## config.mk

```make
export PLATFORM = sky130hd
export DESIGN_NAME = sprite_anim_seq
export DESIGN_NICKNAME = d
export VERILOG_FILES = /design/src/rtl/sprite_anim_seq.sv
export SDC_FILE = /design/constraint.sdc
export NUM_CORES = 1
export LEC_CHECK = 0
export CAP_MARGIN = 20
export CORE_MARGIN = 5
export CORE_UTILIZATION = 55
export CTS_CLUSTER_DIAMETER = 100
export DETAILED_ROUTE_END_ITERATION = 8
export PLACE_DENSITY_LB_ADDON = 0.15
export SYNTH_ARGS = -nofsm -noshare
export SYNTH_HDL_FRONTEND = slang
export SYNTH_SLANG_ARGS = --single-unit
```

## constraint.sdc

```tcl
create_clock -name clk -period 2.61 [get_ports clk]
set_input_delay 0.522 -clock clk [delete_from_list [all_inputs] [get_ports clk]]
set_output_delay 0.522 -clock clk [all_outputs]
set_load 0.01 [all_outputs]
```

## src/rtl/sprite_anim_seq.sv

```systemverilog
// Per-player sprite animation sequencer: frame-tick timed state codes for the sprite ROM.
// Optional build macro ANIM_CANCEL_EN: attack/dir-start may be cancelled into block.
module sprite_anim_seq #(
  parameter int ATK_START_FR  = 5,
  parameter int ATK_END_FR    = 2,
  parameter int ATK_PULL_FR   = 16,
  parameter int DIR_START_FR  = 4,
  parameter int DIR_END_FR    = 3,
  parameter int DIR_PULL_FR   = 15,
  parameter int HIT_STUN_FR   = 16,
  parameter int BLOCK_STUN_FR = 8,
  parameter int CNT_W         = 6
) (
  input  logic       clk,
  input  logic       rst,
  input  logic       frame_tick,
  input  logic       req_fwd,
  input  logic       req_back,
  input  logic       req_atk,
  input  logic       req_dir,
  input  logic       req_block,
  input  logic       hit_in,
  output logic [3:0] state,
  output logic       hit_active,
  output logic       busy,
  output logic       blocked
);

  localparam logic [3:0] S_IDLE   = 4'd0;
  localparam logic [3:0] S_WALK   = 4'd1;
  localparam logic [3:0] S_BACK   = 4'd2;
  localparam logic [3:0] S_ASTART = 4'd3;
  localparam logic [3:0] S_AEND   = 4'd4;
  localparam logic [3:0] S_APULL  = 4'd5;
  localparam logic [3:0] S_DSTART = 4'd6;
  localparam logic [3:0] S_DEND   = 4'd7;
  localparam logic [3:0] S_DPULL  = 4'd8;
  localparam logic [3:0] S_GOTHIT = 4'd9;
  localparam logic [3:0] S_BLOCK  = 4'd10;

  logic [3:0]       state_q, state_d, free_nxt;
  logic [CNT_W-1:0] cnt_q, cnt_d, dur_m1;
  logic             hit_pend_q, hit_pend_d, hp;
  logic             armed_q, armed_d;
  logic             hit_active_q, hit_active_d, busy_q, busy_d, blocked_q, blocked_d;
  logic             restart, expired, blk_stun_done;

  always_comb begin
    // A hit arriving on the tick clk itself counts for that tick.
    hp = hit_pend_q | hit_in;

    if (hp)                        free_nxt = S_GOTHIT;
    else if (req_dir)              free_nxt = S_DSTART;
    else if (req_atk)              free_nxt = S_ASTART;
    else if (req_block)            free_nxt = S_BLOCK;
    else if (req_fwd && !req_back) free_nxt = S_WALK;
    else if (req_back && !req_fwd) free_nxt = S_BACK;
    else                           free_nxt = S_IDLE;

    case (state_q)
      S_ASTART: dur_m1 = CNT_W'(ATK_START_FR - 1);
      S_AEND:   dur_m1 = CNT_W'(ATK_END_FR - 1);
      S_APULL:  dur_m1 = CNT_W'(ATK_PULL_FR - 1);
      S_DSTART: dur_m1 = CNT_W'(DIR_START_FR - 1);
      S_DEND:   dur_m1 = CNT_W'(DIR_END_FR - 1);
      S_DPULL:  dur_m1 = CNT_W'(DIR_PULL_FR - 1);
      S_GOTHIT: dur_m1 = CNT_W'(HIT_STUN_FR - 1);
      default:  dur_m1 = CNT_W'(BLOCK_STUN_FR - 1);
    endcase
    expired       = (cnt_q == dur_m1);
    blk_stun_done = !armed_q || expired;

    state_d    = state_q;
    cnt_d      = cnt_q;
    armed_d    = armed_q;
    hit_pend_d = hp;
    blocked_d  = 1'b0;
    restart    = 1'b0;

    if (frame_tick) begin
      hit_pend_d = 1'b0;
      case (state_q)
        S_ASTART, S_AEND, S_APULL, S_DSTART, S_DEND, S_DPULL: begin
          if (hp) state_d = S_GOTHIT;
`ifdef ANIM_CANCEL_EN
          else if (req_block && (state_q == S_ASTART || state_q == S_DSTART))
            state_d = S_BLOCK;
`endif
          else if (expired) begin
            case (state_q)
              S_ASTART: state_d = S_AEND;
              S_AEND:   state_d = S_APULL;
              S_DSTART: state_d = S_DEND;
              S_DEND:   state_d = S_DPULL;
              default:  state_d = free_nxt;
            endcase
          end
        end
        S_GOTHIT: begin
          if (hp)           restart = 1'b1;
          else if (expired) state_d = free_nxt;
        end
        S_BLOCK: begin
          if (hp) begin
            restart   = 1'b1;
            blocked_d = 1'b1;
            armed_d   = 1'b1;
          end else if (!req_block && blk_stun_done) begin
            state_d = free_nxt;
          end
        end
        default: state_d = free_nxt;
      endcase

      if (state_d != state_q || restart || state_d <= S_BACK)
        cnt_d = '0;
      else if (state_q == S_BLOCK && expired)
        cnt_d = cnt_q;
      else
        cnt_d = cnt_q + 1'b1;

      if (state_d != S_BLOCK || state_q != S_BLOCK) armed_d = armed_d && state_d == S_BLOCK
                                                              && state_q == S_BLOCK;
    end

    hit_active_d = (state_d == S_AEND) || (state_d == S_DEND);
    busy_d       = (state_d > S_BACK);
  end

  always_ff @(posedge clk or posedge rst) begin
    if (rst) begin
      state_q      <= S_IDLE;
      cnt_q        <= '0;
      hit_pend_q   <= 1'b0;
      armed_q      <= 1'b0;
      hit_active_q <= 1'b0;
      busy_q       <= 1'b0;
      blocked_q    <= 1'b0;
    end else begin
      state_q      <= state_d;
      cnt_q        <= cnt_d;
      hit_pend_q   <= hit_pend_d;
      armed_q      <= armed_d;
      hit_active_q <= hit_active_d;
      busy_q       <= busy_d;
      blocked_q    <= blocked_d;
    end
  end

  assign state      = state_q;
  assign hit_active = hit_active_q;
  assign busy       = busy_q;
  assign blocked    = blocked_q;

endmodule
```

==> metrics.md <==
| Metric | Value |
|---|---|
| Clock power frac | `0.065` |
| Routed vias | `1,954` |
| Layout cells sized above 1 | `0.434` |
| Comb pwr share | `0.788` |
| Post-Place Worst Slack | `-0.503 ns` |
| Synth unique cells | `60` |
| Seq pwr share | `0.146` |
| Async SR Flop Fraction | `1.00` |
| Core footprint | `2730 um2` |
| Initial antenna violation count | `0` |
| Max Fclk | `between 300 and 400 MHz` |
| Fillers | `121` |
| DP HPWL | `3510 um` |
| Antenna viol nets, final | `0` |
| Starting Density | `0.567` |
| VDD IR-drop max | `0.843 mV` |
| CTS Hold Bufs | `0` |
| Netlist Area Pre-Place | `1550 um2` |
| Initial DRC Count | `290` |
| Vias per cell | `6.81` |
| Worst Hold Class | `in2async` |
| Hold_ws | `0.574 ns` |
| Leakage power | `1.00 nW` |
| Rel. slew slack | `0.619` |
| Synthesized area per cell | `7.99 um2` |
| Cell Area, Placed | `a little under 2000 um2` |
| Fin nets | `267` |
| Synth warn | `0` |
| PD cells | `885 nW/um2` |
| Final Critical Period | `2.62 ns` |
| Initial DRT Pass Iterations | `5` |
| EDFF count, synth | `0` |
| Final worst setup slack | `-0.00678 ns` |
| Port Buf Inserts | `15` |
| Reg clk slew, reported paths | `0.10 ns` |
| H-tree levels | `1` |
| Slew Viols, Final | `0` |
| Synth Instances | `194` |
| WP data arrival | `roughly 2.8 ns` |
| Sink Count | `15` |
| CP max stage delay | `0.44 ns` |
| Worst setup SP type | `input pin` |
| Setup repair after global routing missed its margin | `true` |
| Number of global-route vias before repair | `about 1,700` |
| Die W | `63.1 um` |
| Synthesis-to-finish area growth | `57.4%` |
| Remaining global-route overflow | `0` |
| Final weighted congestion in routability-driven placement | `0.936` |
| Failing checks | `setup timing` |
| Crit Path Class | `in2reg` |
| Sw frac | `0.459` |
| First-pass GRT wire length | `8030 um` |
| Primary FF master, synth | `dfrtp_1` |
| Final count of negative-setup-slack endpoints | `2` |
| Clk_skew | `0.00338 ns` |
| Row Count | `19` |
| Status | `complete, but fails checks` |
| Required @ worst endpoint | `2.79 ns` |
| CTS root buffer | `clkbuf_4` |
| Design Area, Final | `2440 um2` |
| Total GRT Usage | `0.249` |
| CP cell instances | `dlygate4sd2_1, or2_2, a2111oi_1, a211oi_2, buf_4, o211ai_1, a21boi_2, buf_4, a2111oi_4, o211ai_1, o21ai_1` |
| Maxcap violations | `0` |
| Post-synthesis sequential area ratio | `0.242` |
| Crit path max fanout | `11` |
| Internal Pwr Total | `roughly 1.2 mW` |
| Final Hold Vio Count | `0` |
| Total Wirelength | `6300 um` |
| # IOs | `16` |
| Worst setup EP type | `register` |
| NetSw | `0.992 mW` |
| Die height | `63.1 um` |
| Wire per inst | `21.9 um` |
| Worst-Margin Slew | `0.571 ns` |
| Clock tree from TritonCTS | `yes` |
| Largest net degree at the start of global routing | `25` |
| Clk_lat worst skew | `approximately 0.29 ns` |
| CTS buffer count | `3` |
| Drt drc | `0` |
| Mapped Nets | `204` |
| Clock buffer depth | `2` |
| FF+latch count, synth | `15` |
| Full die area | `~4000 um2` |
| Crit-path slowest cell | `or2_2` |
| Fin crit share | `1.00` |
| Antenna cells | `0` |
[through the flow]
stage / std cells / total power [mW] / utilization / TNS (ns)
after CTS: 268 / 1.72 / 0.757 / 0
after floorplan: 194 / 1.02 / - / 0
final: 287 / 2.16 / 0.892 / -0.00905
after global routing: 287 / 2.26 / 0.892 / -0.468
after detailed placement: 264 / 1.52 / 0.723 / -4.11
after global placement: 264 / 1.49 / 0.723 / -2.78
[layout by cell type, fill, tap and decap left out, types with 3 or more instances in the layout]
cell type | synthesis | final
o21ai_1 | 6 | 5
mux2i_4 | 0 | 3
a31oi_1 | 5 | 3
o211ai_1 | 7 | 7
nand3_1 | 7 | 6
buf_12 | 0 | 3
o22ai_1 | 4 | 3
dfrtp_1 | 15 | 12
dfrtp_2 | 0 | 3
nor3_1 | 9 | 6
dlymetal6s2s_1 | 0 | 3
nand2_1 | 10 | 10
clkbuf_4 | 0 | 3
nand2b_1 | 6 | 3
inv_1 | 13 | 13
clkdlybuf4s50_1 | 0 | 10
nor2_1 | 12 | 12
nor3_2 | 0 | 3
o21ai_2 | 0 | 3
a21oi_1 | 19 | 18
o21ai_0 | 6 | 4
nand2b_4 | 0 | 3
buf_4 | 2 | 45
buf_6 | 2 | 4
nor3b_1 | 5 | 4
[flip-flops by register name, indices dropped and copies added (netlist names)]
signal,cells
blocked,1
cnt_q,6
state,4
busy,1
armed_q,1
hit_active,1
hit_pend_q,1
[final timing paths]
kind / startpoint / end / cells after the start / slack, ns
max in group asynchronous: rst / state[0] / 2 / 1.63
min in group clk: cnt_q[4] / cnt_q[4] / 2 / 0.59
setup / recovery: hit_in / cnt_q[5] / 11 / -0.007
hold / removal: rst / hit_active / 2 / 0.57
setup reg to reg: state[1] / cnt_q[5] / 11 / 0
hold reg to reg: cnt_q[4] / cnt_q[4] / 2 / 0.59
[power by group through the flow]
stage | logic (mW) | clock network (mW) | registers [mW]
global route | 1.78 | 0.162 | 0.321
detailed placement | 1.20 | 0 | 0.315
global placement | 1.18 | 0 | 0.313
finish | 1.70 | 0.141 | 0.316
CTS | 1.27 | 0.141 | 0.311
floorplan | 0.681 | 0 | 0.338
[final cells by class]
type / count / area [um2] / area share
Sequential cell: 15 / 379 / 0.155
Tap cell: 31 / 38.8 / 0.0159
Clock inverter: 1 / 5.00 / 0.00205
Multi-Input combinational cell: 153 / 1280 / 0.526
Clock buffer: 3 / 22.5 / 0.00923
Inverter: 14 / 52.6 / 0.0215
Timing Repair Buffer: 70 / 659 / 0.270
[worst max-delay path, delay by kind of cell]
family,cells,cell delay [ns]
compound gates,7,1.22
buf+inv,3,0.62
simple gates,1,0.44
[cells in the mapped netlist, types with 6 or more instances]
| cell | number | share of area |
|---|---|---|
| inv_1 | 13 | 0.031 |
| nand2b_1 | 6 | 0.024 |
| nand3_1 | 7 | 0.023 |
| a21oi_1 | 19 | 0.061 |
| nor3_1 | 9 | 0.029 |
| o211ai_1 | 7 | 0.034 |
| o21ai_0 | 6 | 0.019 |
| dfrtp_1 | 15 | 0.24 |
| nor2_1 | 12 | 0.029 |
| nand2_1 | 10 | 0.024 |
| o21ai_1 | 6 | 0.019 |
[cell families after synthesis]
family | synth area share
compound gates | 0.337
xor+xnor | 0.0113
fa+ha+maj | 0.00807
buf+inv | 0.0799
flops | 0.242
mux | 0.0517
simple gates | 0.270
[repair_timing]
action	4_1_cts	5_1_grt
buffers inserted	0	18
endpoints found under the setup margin	8	8
pin swaps	6	18
cloned	0	2
hold endpoints to repair	0	0
resized for setup	18	44
[layer usage]
metal  vias up  track usage  wire length (um)
met5         -            0                 0
met4         0        0.111               248
met3        27       0.0231               492
met2       136        0.414              3090
met1       931        0.324              2470
li1        860            -                 -
Note: power is estimated with default switching activity, not from simulation.
